### config.mk
export PLATFORM = sky130hd
export DESIGN_NAME = mpsoc_wb_uart_tfifo
export DESIGN_NICKNAME = d
export VERILOG_FILES = /design/src/rtl/mpsoc_wb_uart_tfifo_pkg.sv /design/src/rtl/mpsoc_wb_raminfr.sv /design/src/rtl/mpsoc_wb_uart_tfifo.sv
export SDC_FILE = /design/constraint.sdc
export NUM_CORES = 1
export LEC_CHECK = 0
export ABC_AREA = 1
export CAP_MARGIN = 20
export CORE_MARGIN = 2
export CORE_UTILIZATION = 45
export CTS_CLUSTER_SIZE = 20
export DETAILED_ROUTE_END_ITERATION = 7
export GPL_TIMING_DRIVEN = 0
export HOLD_SLACK_MARGIN = 0.1
export MAX_ROUTING_LAYER = met4
export PLACE_DENSITY_LB_ADDON = 0.05
export SYNTH_ARGS = -nofsm -noshare
export SYNTH_HDL_FRONTEND = slang
export SYNTH_HIERARCHICAL = 1
export SYNTH_SLANG_ARGS = --single-unit
export TNS_END_PERCENT = 100
### constraint.sdc
create_clock -name clk -period 3.7 [get_ports clk]
set_input_delay 0.74 -clock clk [delete_from_list [all_inputs] [get_ports clk]]
set_output_delay 0.74 -clock clk [all_outputs]
set_load 0.01 [all_outputs]
### src/rtl/mpsoc_wb_uart_tfifo_pkg.sv
// Shared defaults for the UART transmit/receive FIFOs.
// Word width, depth and the pointer/counter widths derived from the depth.
package mpsoc_wb_uart_tfifo_pkg;

  localparam int DEF_FIFO_WIDTH     = 8;
  localparam int DEF_FIFO_DEPTH     = 16;
  localparam int DEF_FIFO_POINTER_W = 4;
  localparam int DEF_FIFO_COUNTER_W = DEF_FIFO_POINTER_W + 1;

endpackage

### src/rtl/mpsoc_wb_raminfr.sv
// Inferred dual-port RAM for the UART FIFOs.
// Synchronous write port and asynchronous read port; the contents are never reset.
module mpsoc_wb_raminfr #(
  parameter int ADDR_WIDTH = 4,
  parameter int DATA_WIDTH = 8,
  parameter int DEPTH      = 16
) (
  input  logic                  clk,
  input  logic                  we,
  input  logic [ADDR_WIDTH-1:0] a,
  input  logic [ADDR_WIDTH-1:0] dpra,
  input  logic [DATA_WIDTH-1:0] di,
  output logic [DATA_WIDTH-1:0] dpo
);

  logic [DATA_WIDTH-1:0] ram [DEPTH];

  always_ff @(posedge clk) begin
    if (we) ram[a] <= di;
  end

  assign dpo = ram[dpra];

endmodule

### src/rtl/mpsoc_wb_uart_tfifo.sv
// UART FIFO: circular buffer with occupancy count, full/empty flags and a sticky overrun flag.
// A push into a full FIFO is accepted only when a pop is in the same cycle, which frees the slot being written.
module mpsoc_wb_uart_tfifo
  import mpsoc_wb_uart_tfifo_pkg::*;
#(
  parameter int FIFO_WIDTH     = DEF_FIFO_WIDTH,
  parameter int FIFO_DEPTH     = DEF_FIFO_DEPTH,
  parameter int FIFO_POINTER_W = DEF_FIFO_POINTER_W,
  parameter int FIFO_COUNTER_W = DEF_FIFO_COUNTER_W
) (
  input  logic                      clk,
  input  logic                      wb_rst_i,
  input  logic [FIFO_WIDTH-1:0]     data_in,
  input  logic                      push,
  input  logic                      pop,
  input  logic                      fifo_reset,
  input  logic                      reset_status,
  output logic [FIFO_WIDTH-1:0]     data_out,
  output logic [FIFO_COUNTER_W-1:0] count,
  output logic                      full,
  output logic                      empty,
  output logic                      overrun
);

  logic [FIFO_POINTER_W-1:0] top;
  logic [FIFO_POINTER_W-1:0] bottom;
  logic                      push_ok;
  logic                      pop_ok;
  logic                      overrun_set;

  assign full  = (count == FIFO_COUNTER_W'(FIFO_DEPTH));
  assign empty = (count == '0);

  assign push_ok     = push & (~full | pop);
  assign pop_ok      = pop & ~empty;
  assign overrun_set = push & full & ~pop;

  mpsoc_wb_raminfr #(
    .ADDR_WIDTH (FIFO_POINTER_W),
    .DATA_WIDTH (FIFO_WIDTH),
    .DEPTH      (FIFO_DEPTH)
  ) u_ram (
    .clk  (clk),
    .we   (push_ok & ~fifo_reset),
    .a    (top),
    .dpra (bottom),
    .di   (data_in),
    .dpo  (data_out)
  );

  // fifo_reset flushes bookkeeping only; stored words stay but become unreachable.
  always_ff @(posedge clk) begin
    if (wb_rst_i || fifo_reset) begin
      top     <= '0;
      bottom  <= '0;
      count   <= '0;
      overrun <= 1'b0;
    end else begin
      if (push_ok) top    <= top + FIFO_POINTER_W'(1);
      if (pop_ok)  bottom <= bottom + FIFO_POINTER_W'(1);
      if (push_ok && !pop_ok)
        count <= count + FIFO_COUNTER_W'(1);
      else if (pop_ok && !push_ok)
        count <= count - FIFO_COUNTER_W'(1);
      if (overrun_set)
        overrun <= 1'b1;
      else if (reset_status)
        overrun <= 1'b0;
    end
  end

endmodule

==> flow_summary.toml <==
[status]
status = "complete, no violations"

[synthesis]
async_flop_share = 0
yosysSeqAreaShare = 0.638
yosys.area.top_type = "edfxtp_1"
synthTopCellsByCount = "nand2_1 (200), edfxtp_1 (128), inv_1 (109)"
yosysUniqueCellTypes = 30
syn_inst = 660
synthFlopType = "edfxtp_1"
synth.yosys.warnings = 6
synth_edf_count = 128
syn_nets = 681
synth.area.top_cells = "edfxtp_1 (59%), nand2_1 (12%), nand3_1 (8.1%)"
synth_area_um2 = 6470
yosys_register_bits = 142
synth_top_area_frac = 0.594
syn_area_per_cell_um2 = 9.80
synth_most_common_cell = "nand2_1"

[sta]
tns_ps = 0
setup_viol = 0
slew_viol_final = 0
tightestPinTransition_ps = 884
finClkSkew_ps = 6.47
hold_viol = 0
rsz0062_at_grt = "false"
slew-limit-headroom = 0.408
layout_min_cycle_time_ps = 3080
max_clock_freq_mhz = 324
period_share = 0.834

[hold_path]
hp-class = "register to register"
hold_start = "overrun"
worstHoldEndpoint = "overrun"
worstHoldPathCells = 2

[worst_setup_path]
reg2reg_from = "count[1]"
critPathArrivalTime_ps = 2340
path_max_fanout = 10
start_kind = "register"
critPathRequiredTime_ps = 2960
cp-end-kind = "output port"
crit_type = "register to output port"
ff2ff_path_depth = 6
rrSetupSlack_ps = 1370
r2r-end = "u_ram/ram[7][3]"

[routing]
drc = 0
drtIter0Drc = 449
drt-pass1-iter-count = 5
avgRoutedWirePerCell_um = 17.7
vias = 4581
postRouteWirelength_mm = 16.0
vias_per_cell = 5.08
drtAntennaViolNets = 0

[clock_tree]
clk_pin_slew_worst_paths_ps = 60
cts_buffer_depth = 2
clk_latency_ps = 420
cts_hold_buf = 0
cts_tree = "done"
post_cts_resize_count = 0
h-tree-depth = 4
clock-root-buffer = "clkbuf_16"
cts_setup_buffers = 0
cts_buffers = 17
clock-sinks = 142

[power]
powerDensity_nw_per_um2 = 512
ir_drop_mv = 0.294
p_leak_nw = 3.19
power_frac_seq = 0.464
clock_power_share = 0.407
power_switching_w = 0.000986
power_frac_comb = 0.130
internal_power_w = 0.00287
sw_frac_of_total = 0.256

[floorplan]
die_w_um = 124
initial_core_util = 0.464
io_pins = 30
num_rows = 43
dieHeight_um = 124
core-area_um2 = 13900
die-area_um2 = 15300

[final_layout]
layoutNonFillerInstCount = 901
antenna_cells = 0
final_nets = 729
n_fill_cell = 1273
syn_to_final_growth_pct = 16.5
layout-drive-gt1-share = 0.101
final_util = 0.541

[global_route]
grt_pass1_vias = 4189
grt_max_degree = 17
grt_pass1_wl_mm = 23.8
grt_usage = 0.229
antenna_found_initial = 0
grt.overflow.total = 0

[place]
gp_congestion = 0.920
dp_hpwl_mm = 11.0
io_buffer_count = 29
dp_cells = 869

[run]
max_cap_viol_count = 0
## worst max-delay path by stage
stage	startpoint	endpoint
detailed placement	pop	u_ram/ram[15][6]
global route	bottom[0]	data_out[5]
finish	bottom[0]	data_out[1]
global placement	pop	u_ram/ram[10][3]
CTS	bottom[0]	data_out[1]
floorplan	pop	count[3]
## layer usage
layer  vias up  global-route usage  part of all wire
met3        17              0.0472             0.061
met4         0              0.0724             0.015
met5         -                   -                 0
met2       154               0.343              0.46
met1      2187               0.316              0.47
li1       2223                   -                 -
## power by group through the flow
stage | sequential (W) | clock (W) | combinational (W)
floorplan | 0.00182 | 0 | 0.000290
CTS | 0.00179 | 0.00159 | 0.000501
detailed placement | 0.00182 | 0 | 0.000499
global route | 0.00179 | 0.00167 | 0.000551
finish | 0.00179 | 0.00157 | 0.000499
global placement | 0.00182 | 0 | 0.000494
## final cells by class
cell class,count,area (um2),share of cell area
timing repair buffer,29,290,0.0385
tap,180,225,0.0299
clock buffer,18,429,0.0570
sequential,142,4120,0.548
multi-input combinational,377,1740,0.230
buffer,24,166,0.0221
clock inverter,14,120,0.0159
inverter,117,442,0.0586
## sequential cells by signal, summed over array words and instances (netlist names)
name,count
bottom,4
count,5
overrun,1
top,4
u_ram/ram,128
## placed cells by master, fill, tap and decap left out, drive strengths merged, types with 2 or more instances in the layout
cell / Yosys / routed
clkdlybuf4s50: 0 / 29
xor2: 4 / 4
nand2: 204 / 204
dfxtp: 14 / 14
a21oi: 7 / 7
clkbuf: 0 / 18
buf: 24 / 24
nand3: 106 / 106
edfxtp: 128 / 128
ha: 6 / 6
o21ai: 3 / 3
clkinvlp: 0 / 6
clkinv: 1 / 6
nand4: 2 / 2
nand3b: 3 / 3
nor2: 39 / 39
inv: 116 / 118
## critical path, cell delays in order, from the launching register on
cell and delay (ps):
dfxtp_1 450, inv_2 140, buf_2 230, nand2_1 80, nand3_1 120, nand3_1 110, nand3_1 140, nand2_1 110
clkdlybuf4s50_1 530
## metrics by stage
stage | instance area [um2] | setup WS (ps) | total power, W | hold WS [ps]
final | 7530 | 616 | 0.00386 | 486
after detailed placement | 6980 | 515 | 0.00232 | 484
after global placement | 6980 | 576 | 0.00232 | 455
after CTS | 7530 | 606 | 0.00388 | 495
after global routing | 7530 | 449 | 0.00401 | 520
after floorplan | 6470 | 1470 | 0.00211 | 485
## kinds of logic (layout without fill, tap and decap cells)
group / Yosys count / in the layout / synth area share
adders and majority gates: 7 / 7 / 0.0147
buffers and inverters: 141 / 202 / 0.0940
DFF: 142 / 142 / 0.638
xor gates and xnor gates: 4 / 4 / 0.00542
AOI/OAI and AO/OA: 10 / 10 / 0.00890
and+or+nand+nor: 356 / 356 / 0.239
(Power assumes the default switching activity.)
